===== config.mk =====
export PLATFORM = sky130hd
export DESIGN_NAME = parity_serial_framer
export DESIGN_NICKNAME = d
export VERILOG_FILES = /design/src/rtl/parity_pkg.sv /design/src/rtl/parity_reduce.sv /design/src/rtl/parity_serial_framer.sv
export SDC_FILE = /design/constraint.sdc
export NUM_CORES = 1
export LEC_CHECK = 0
export ABC_AREA = 1
export BUFFER_PORTS_ARGS = -buffer_cell sky130_fd_sc_hd__buf_4
export CORE_MARGIN = 2
export CORE_UTILIZATION = 55
export DETAILED_ROUTE_END_ITERATION = 6
export PLACE_DENSITY_LB_ADDON = 0.15
export RECOVER_POWER = 100
export SETUP_SLACK_MARGIN = 0.1
export SYNTH_ARGS = -nofsm -noshare
export SYNTH_HDL_FRONTEND = slang
export SYNTH_HIERARCHICAL = 1
export SYNTH_SLANG_ARGS = --single-unit

===== constraint.sdc =====
create_clock -name clk -period 2.1 [get_ports clk]
set_clock_uncertainty 0.2 [all_clocks]
set_input_delay 0.21 -clock clk [delete_from_list [all_inputs] [get_ports clk]]
set_output_delay 0.21 -clock clk [all_outputs]
set_load 0.05 [all_outputs]

===== src/rtl/parity_pkg.sv =====
// Shared definitions for the parity framer: state encoding, parity modes, index sizing.
// Latency: n/a (declarations only).
// Backpressure: n/a.
package parity_pkg;

    // Framer FSM state encoding
    localparam logic [1:0] IDLE   = 2'd0;
    localparam logic [1:0] DATA   = 2'd1;
    localparam logic [1:0] PARITY = 2'd2;

    // Parity mode as carried on odd_sel
    localparam logic PAR_EVEN = 1'b0;
    localparam logic PAR_ODD  = 1'b1;

    // Width of a bit index that can address every bit of a DATA_W word
    function automatic int idx_width(input int data_w);
        return (data_w < 2) ? 1 : $clog2(data_w);
    endfunction

endpackage


===== src/rtl/parity_reduce.sv =====
// Parity bit generator: XOR of all word bits, inverted when odd parity is selected.
// Latency: purely combinational.
// Backpressure: none; evaluated every cycle, only sampled by the framer at accept.
module parity_reduce #(
    parameter int DATA_W = 8
) (
    input  logic [DATA_W-1:0] data,
    input  logic              odd_sel,
    output logic              p
);

    // Even parity makes the total count of ones even; odd_sel flips that sense
    assign p = (^data) ^ odd_sel;

endmodule


===== src/rtl/parity_serial_framer.sv =====
// Word-to-serial framer: shifts a word out LSB-first followed by one parity bit.
// Latency: first data bit on ser_out one cycle after accept; DATA_W+1 cycles per frame.
// Backpressure: ser_ready=0 freezes all state; in_ready follows ser_ready in the parity cycle.
module parity_serial_framer
    import parity_pkg::*;
#(
    parameter int DATA_W = 8,
    parameter int CNT_W  = 8
) (
    input  logic              clk,
    input  logic              rst,
    input  logic              in_valid,
    output logic              in_ready,
    input  logic [DATA_W-1:0] in_data,
    input  logic              odd_sel,
    output logic              ser_out,
    output logic              ser_valid,
    input  logic              ser_ready,
    output logic              ser_last,
    output logic              busy,
    output logic [CNT_W-1:0]  frame_cnt
);

    localparam int IDX_W = idx_width(DATA_W);

    logic [1:0]        state_q;
    logic [1:0]        state_d;
    logic [DATA_W-1:0] shift_q;
    logic              par_q;
    logic [IDX_W-1:0]  idx_q;
    logic [CNT_W-1:0]  cnt_q;
    logic              par_new;
    logic              accept;
    logic              last_data;

    parity_reduce #(
        .DATA_W (DATA_W)
    ) u_parity_reduce (
        .data    (in_data),
        .odd_sel (odd_sel),
        .p       (par_new)
    );

    // A new word is taken whenever the producer offers one while we can take it
    assign accept    = in_valid && in_ready;
    assign last_data = (idx_q == IDX_W'(DATA_W - 1));

    // State register
    always_ff @(posedge clk or posedge rst) begin
        if (rst) begin
            state_q <= IDLE;
        end else begin
            state_q <= state_d;
        end
    end

    // Next-state: advance only on sink handshakes; parity handshake may chain a new frame
    always_comb begin
        state_d = state_q;
        case (state_q)
            IDLE: begin
                if (accept) state_d = DATA;
            end
            DATA: begin
                if (ser_ready && last_data) state_d = PARITY;
            end
            PARITY: begin
                if (ser_ready) state_d = in_valid ? DATA : IDLE;
            end
            default: state_d = IDLE;
        endcase
    end

    // Outputs: serial bit is forced low whenever it is not valid
    always_comb begin
        in_ready  = 1'b0;
        ser_valid = 1'b0;
        ser_out   = 1'b0;
        ser_last  = 1'b0;
        busy      = 1'b0;
        case (state_q)
            IDLE: begin
                in_ready = 1'b1;
            end
            DATA: begin
                ser_valid = 1'b1;
                ser_out   = shift_q[0];
                busy      = 1'b1;
            end
            PARITY: begin
                in_ready  = ser_ready;
                ser_valid = 1'b1;
                ser_out   = par_q;
                ser_last  = 1'b1;
                busy      = 1'b1;
            end
            default: begin
                in_ready = 1'b0;
            end
        endcase
    end

    // Datapath: load on accept, shift on each accepted data bit, count finished frames
    always_ff @(posedge clk or posedge rst) begin
        if (rst) begin
            shift_q <= '0;
            par_q   <= 1'b0;
            idx_q   <= '0;
            cnt_q   <= '0;
        end else begin
            if (state_q == DATA && ser_ready) begin
                shift_q <= shift_q >> 1;
                idx_q   <= idx_q + IDX_W'(1);
            end
            if (state_q == PARITY && ser_ready) begin
                cnt_q <= cnt_q + CNT_W'(1);
            end
            // Accept wins over the shift/index update; it can only coincide with PARITY
            if (accept) begin
                shift_q <= in_data;
                par_q   <= par_new;
                idx_q   <= '0;
            end
        end
    end

    assign frame_cnt = cnt_q;

endmodule

Word-level counts from Yosys, hierarchy flattened --
Cells that the tools add are included.
Operators by class: add/subtract/negate cells 2, equality and inequality tests 6, muxes and demuxes 13, bitwise logic cells 1, reductions and logical operators 9
Operators by type and width (number):
- 2-to-1 mux 8 bit | 2
- adder 8 x 1 -> 8 bit, second input constant | 1
- XOR reduction 8 bit | 1
- 2-to-1 mux 2 bit | 3
- 2-to-1 mux 3 bit | 2
- != test 2 bit, second input constant | 3
- case mux 2 bit (3 select lines) | 1
- logical AND 1 bit | 4
- case mux 1 bit (2 select lines) | 2
- adder 3 x 1 -> 3 bit, second input constant | 1
- == test 3 bit, second input constant | 1
- 2-to-1 mux 1 bit | 3
- AND reduction 3 bit | 1
- == test 2 x 1 -> 1 bit, second input constant | 1
- == test 2 bit, second input constant | 1
- logical NOT 2 bit | 1
- nonzero test 2 bit | 1
- OR reduction 2 bit | 1
- bitwise XOR 1 bit | 1
Word-level totals: bits in registers 22, word-level logic and storage cells 36

Longest topological paths before layout --
word-level depth 5, depth in mapped cells 12, gate-level depth less buffers 12

Modules after synthesis --
Netlist, hierarchy kept.
Modules (own cells, without submodules):
- parity_serial_framer | instances 1, cells each 164, area each 1262.5 um^2
- parity_reduce | instances 1, cells each 38, area each 163.9 um^2

Least setup slack after synthesis --
No wires, ideal clock.
path type register -> output, start point register state_q[0], end point output ser_out, arrival 2.340 ns, required time 1.690 ns, slack -0.650 ns, cell stages (with the launch flop) 5, path buffers 0, path through dfrtp_1 -> inv_1 -> ha_1 -> nand2_1 -> a21boi_0
On the way: word-level cells in the longest chain between the ends 2, elaborated cells on any way between the ends 3
Ends and longest elaborated chain:
- start: declaration | line parity_serial_framer.sv:26 | logic [1:0] state_q;
- start signal: assignment | line parity_serial_framer.sv:53 | state_q <= state_d;
- == test 2 bit or == test 2 x 1 -> 1 bit (tied branches) | line parity_serial_framer.sv:81 | case (state_q)
- case mux 1 bit (2 select lines) * | line parity_serial_framer.sv:81
- end: declaration | line parity_serial_framer.sv:16 | output logic ser_out,
Mark *: on every way between the ends. The rest lies on a longest branch, timed or not.

Final worst setup path --
start point register state_q[1], end point output in_ready
On the way: word-level cells in the longest chain between the ends 2, elaborated cells on any way between the ends 3
Ends and longest elaborated chain:
- == test 2 bit or logical NOT 2 bit (tied branches) | line parity_serial_framer.sv:81
- case mux 1 bit (2 select lines) * | line parity_serial_framer.sv:81
- end: declaration | line parity_serial_framer.sv:13 | output logic in_ready,
Marked as above.

==> summary.md <==
| Metric | Value |
|---|---|
| Outcome | `complete, no violations` |
| Clock tree root driver cell | `clkbuf_4` |
| CTS tree | `yes` |
| Die ar. | `3020 um^2` |
| Critical Path Start | `state_q[1]` |
| Reg2reg start | `state_q[0]` |
| RSZ-0062 raised after global routing | `false` |
| Sequential Area | `551 um^2` |
| WP buf/inv | `2` |
| Sink Count | `22` |
| First-pass GRT wire length | `5.24 mm` |
| Core area | `2480 um^2` |
| Antenna viol nets, final | `0` |
| Reg2Reg Setup Slack | `0.26 ns` |
| Critical path's top delay family | `buffers and inverters` |
| Die Wd | `54.9 um` |
| Max-slew violation count | `0` |
| HPWL after detailed placement | `2.12 mm` |
| Drt initial violations | `19` |
| Via density | `4.79` |
| Share of layout cells above drive strength 1 | `14.5%` |
| Top post-synthesis cells by area | `dfrtp_1, nand2_1, inv_1, ha_1, nand3_1` |
| Gpl congestion | `0.788` |
| Ys async rst share | `100%` |
| Max Clk Rate | `0.504 GHz` |
| Area Growth Syn to Fin | `23.7%` |
| Mean post-synth cell area | `7.06 um^2` |
| Worst path slowest cell | `dfrtp_1` |
| CP Max Fanout | `8` |
| Critical-path cell list | `clkbuf_1 > ha_4 > nand2_4 > nand2_4 > clkbuf_2` |
| Setup Crit Path Kind | `reg -> out` |
| Setup_tns | `0 ns` |
| Total number of vias | `1303` |
| Synth top area share | `38.6%` |
| Rel. slew slack | `19.2%` |
| Setup crit start kind | `flop` |
| Seq cells post-synth | `22` |
| Max_cap viols | `0` |
| Initial Util | `57.6%` |
| Synthesized instance count | `202` |
| GRT overflow | `0` |
| Synth Flop Type | `dfrtp_1` |
| Worst-margin pin slew | `1.21 ns` |
| Final Power | `2.26 mW` |
| Crit path largest cell delay | `0.39 ns` |
| Syn. warnings | `6` |
| # port buffers | `25` |
| IO Pins | `26` |
| P_leak | `1.04 nW` |
| Most frequent CP cell | `nand2_4` |
| Worst path arrival time | `1.58 ns` |
| Final setup vio count | `0` |
| 1st-pass router iterations | `6` |
| Clock Path Buffers | `2` |
| Ratio of final minimum period to clock period | `94.5%` |
| DRC Markers | `0` |
| Site row count | `18` |
| Tmin final | `1.99 ns` |
| Antenna cells | `0` |
| Post-route worst setup slack | `0.115 ns` |
| Most common cell after layout, fill and taps aside | `nand2_1` |
| Antenna violations before repair | `0` |
| Maximum VDD drop | `1050 uV` |
| Pwr Density | `1280 nW/um^2` |
| Final WL | `3.16 mm` |
| Die Y-Extent | `54.9 um` |
| Num CTS Buffers | `3` |
| Hold_ws | `0.00675 ns` |
| Dpl ws | `0.358 ns` |
| Vias in the first global route | `1288` |
| Number of synthesized flops with an enable pin | `0` |
| CP Capture Type | `primary output` |
| FILL cells | `206` |
| Clk Latency, worst-skew pair | `0.31 ns` |
| Worst Hold Class | `in -> reg` |
| Critical Path RT | `1.69 ns` |
| Hold path cells | `5` |
| Seq/Total Area, Yosys | `38.6%` |
| Hold path endpoint | `shift_q[1]` |
| Largest net degree at the start of global routing | `23` |
| Yosys cell types | `21` |
| Final-stage net count | `264` |
| Area of the multi-input gates | `752 um^2` |
| Commonest cells after routing, fill and taps aside | `nand2_1, inv_1, dfrtp_1, nand3_1` |
| Post-Syn Nets | `223` |
| FF-to-FF End | `idx_q[0]` |
| Total track usage | `24.5%` |
| Yosys top cell by area | `dfrtp_1` |
| Drt wl/cell | `11.6 um` |
| R2R cell count | `6` |
| H-tree Lvls | `1` |
| Final hold vios | `0` |
| Hold wc startpoint | `in_data[1]` |
| Synth Cell Area | `1430 um^2` |
| Clock slew at reported path FFs | `0.13 ns` |
-- flip-flops by register name (all words and copies together) (netlist names) --
signal,cells
state_q,2
idx_q,3
par_q,1
shift_q,8
frame_cnt,8
-- logic make-up (layout without fill, tap and decap cells) --
| family | Yosys count | after routing | share of synthesized area (%) |
|---|---|---|---|
| AND/OR/NAND/NOR | 125 | 125 | 37.5 |
| buffers and inverters | 36 | 76 | 10.4 |
| flip-flops | 22 | 22 | 38.6 |
| adder cells (fa/ha/maj) | 8 | 8 | 7.02 |
| AO/OA/AOI/OAI | 6 | 6 | 3.25 |
| XOR/XNOR | 4 | 4 | 2.46 |
| multiplexers | 1 | 1 | 0.789 |
-- cell type report --
cell class / instances / area share, %
clock buffer: 4 / 2.06
multi-input combinational: 144 / 42.6
inverter: 33 / 7.02
timing repair buffer: 39 / 15.0
sequential: 22 / 31.2
tap: 30 / 2.13
-- Yosys cell counts, types with 2 or more instances --
library cell,n
nand2_1,91
inv_1,31
dfrtp_1,22
nand3_1,16
ha_1,8
nor2_1,7
nand2_2,5
xor2_1,4
nand2_4,3
nand3b_1,3
o21ai_0,2
-- routing by layer --
layer  up-vias  part of all wire (%)  GRT usage (%)
li1        682                     -              -
met5         -                     0              0
met3         6                   3.8           3.49
met4         0                   1.4           9.35
met2        33                    54           47.6
met1       582                    41           26.4
-- how the worst max path moves through the flow --
stage	endpoint	slack (ns)	cells past startpoint
2_1_floorplan	ser_out	0.20	3
6_report	in_ready	0.11	5
5_1_grt	in_ready	0.06	5
3_3_place_gp	shift_q[0]	0.46	7
4_1_cts	ser_out	0.18	5
3_5_place_dp	shift_q[1]	0.36	7
-- where the power goes --
part	internal, mW	switching [mW]
clock	0.106	0.134
combinational	0.403	0.906
sequential	0.592	0.124
total	1.10	1.16
-- worst reg2reg max path, delay by kind of cell, from the launching register on --
| family | cells | cell delay (ns) |
|---|---|---|
| xor+xnor | 1 | 0.19 |
| buf+inv | 2 | 0.55 |
| simple gates | 2 | 0.15 |
| flops | 1 | 0.41 |
| fa+ha+maj | 1 | 0.23 |
-- repair_timing --
action,CTS,global route
hold endpoints to repair,30,0
gates resized for setup,1,1
hold buffers,9,0
setup endpoints to repair,1,1
setup buffers,3,0
-- per-stage QoR --
step	utilization, %	area, um^2	cells
2_1_floorplan	-	1440	202
3_3_place_gp	66.9	1660	256
3_5_place_dp	66.9	1660	256
4_1_cts	73.3	1820	272
5_1_grt	71.2	1760	272
6_report	71.2	1760	272
No activity file was read; power rests on OpenSTA's default activity.
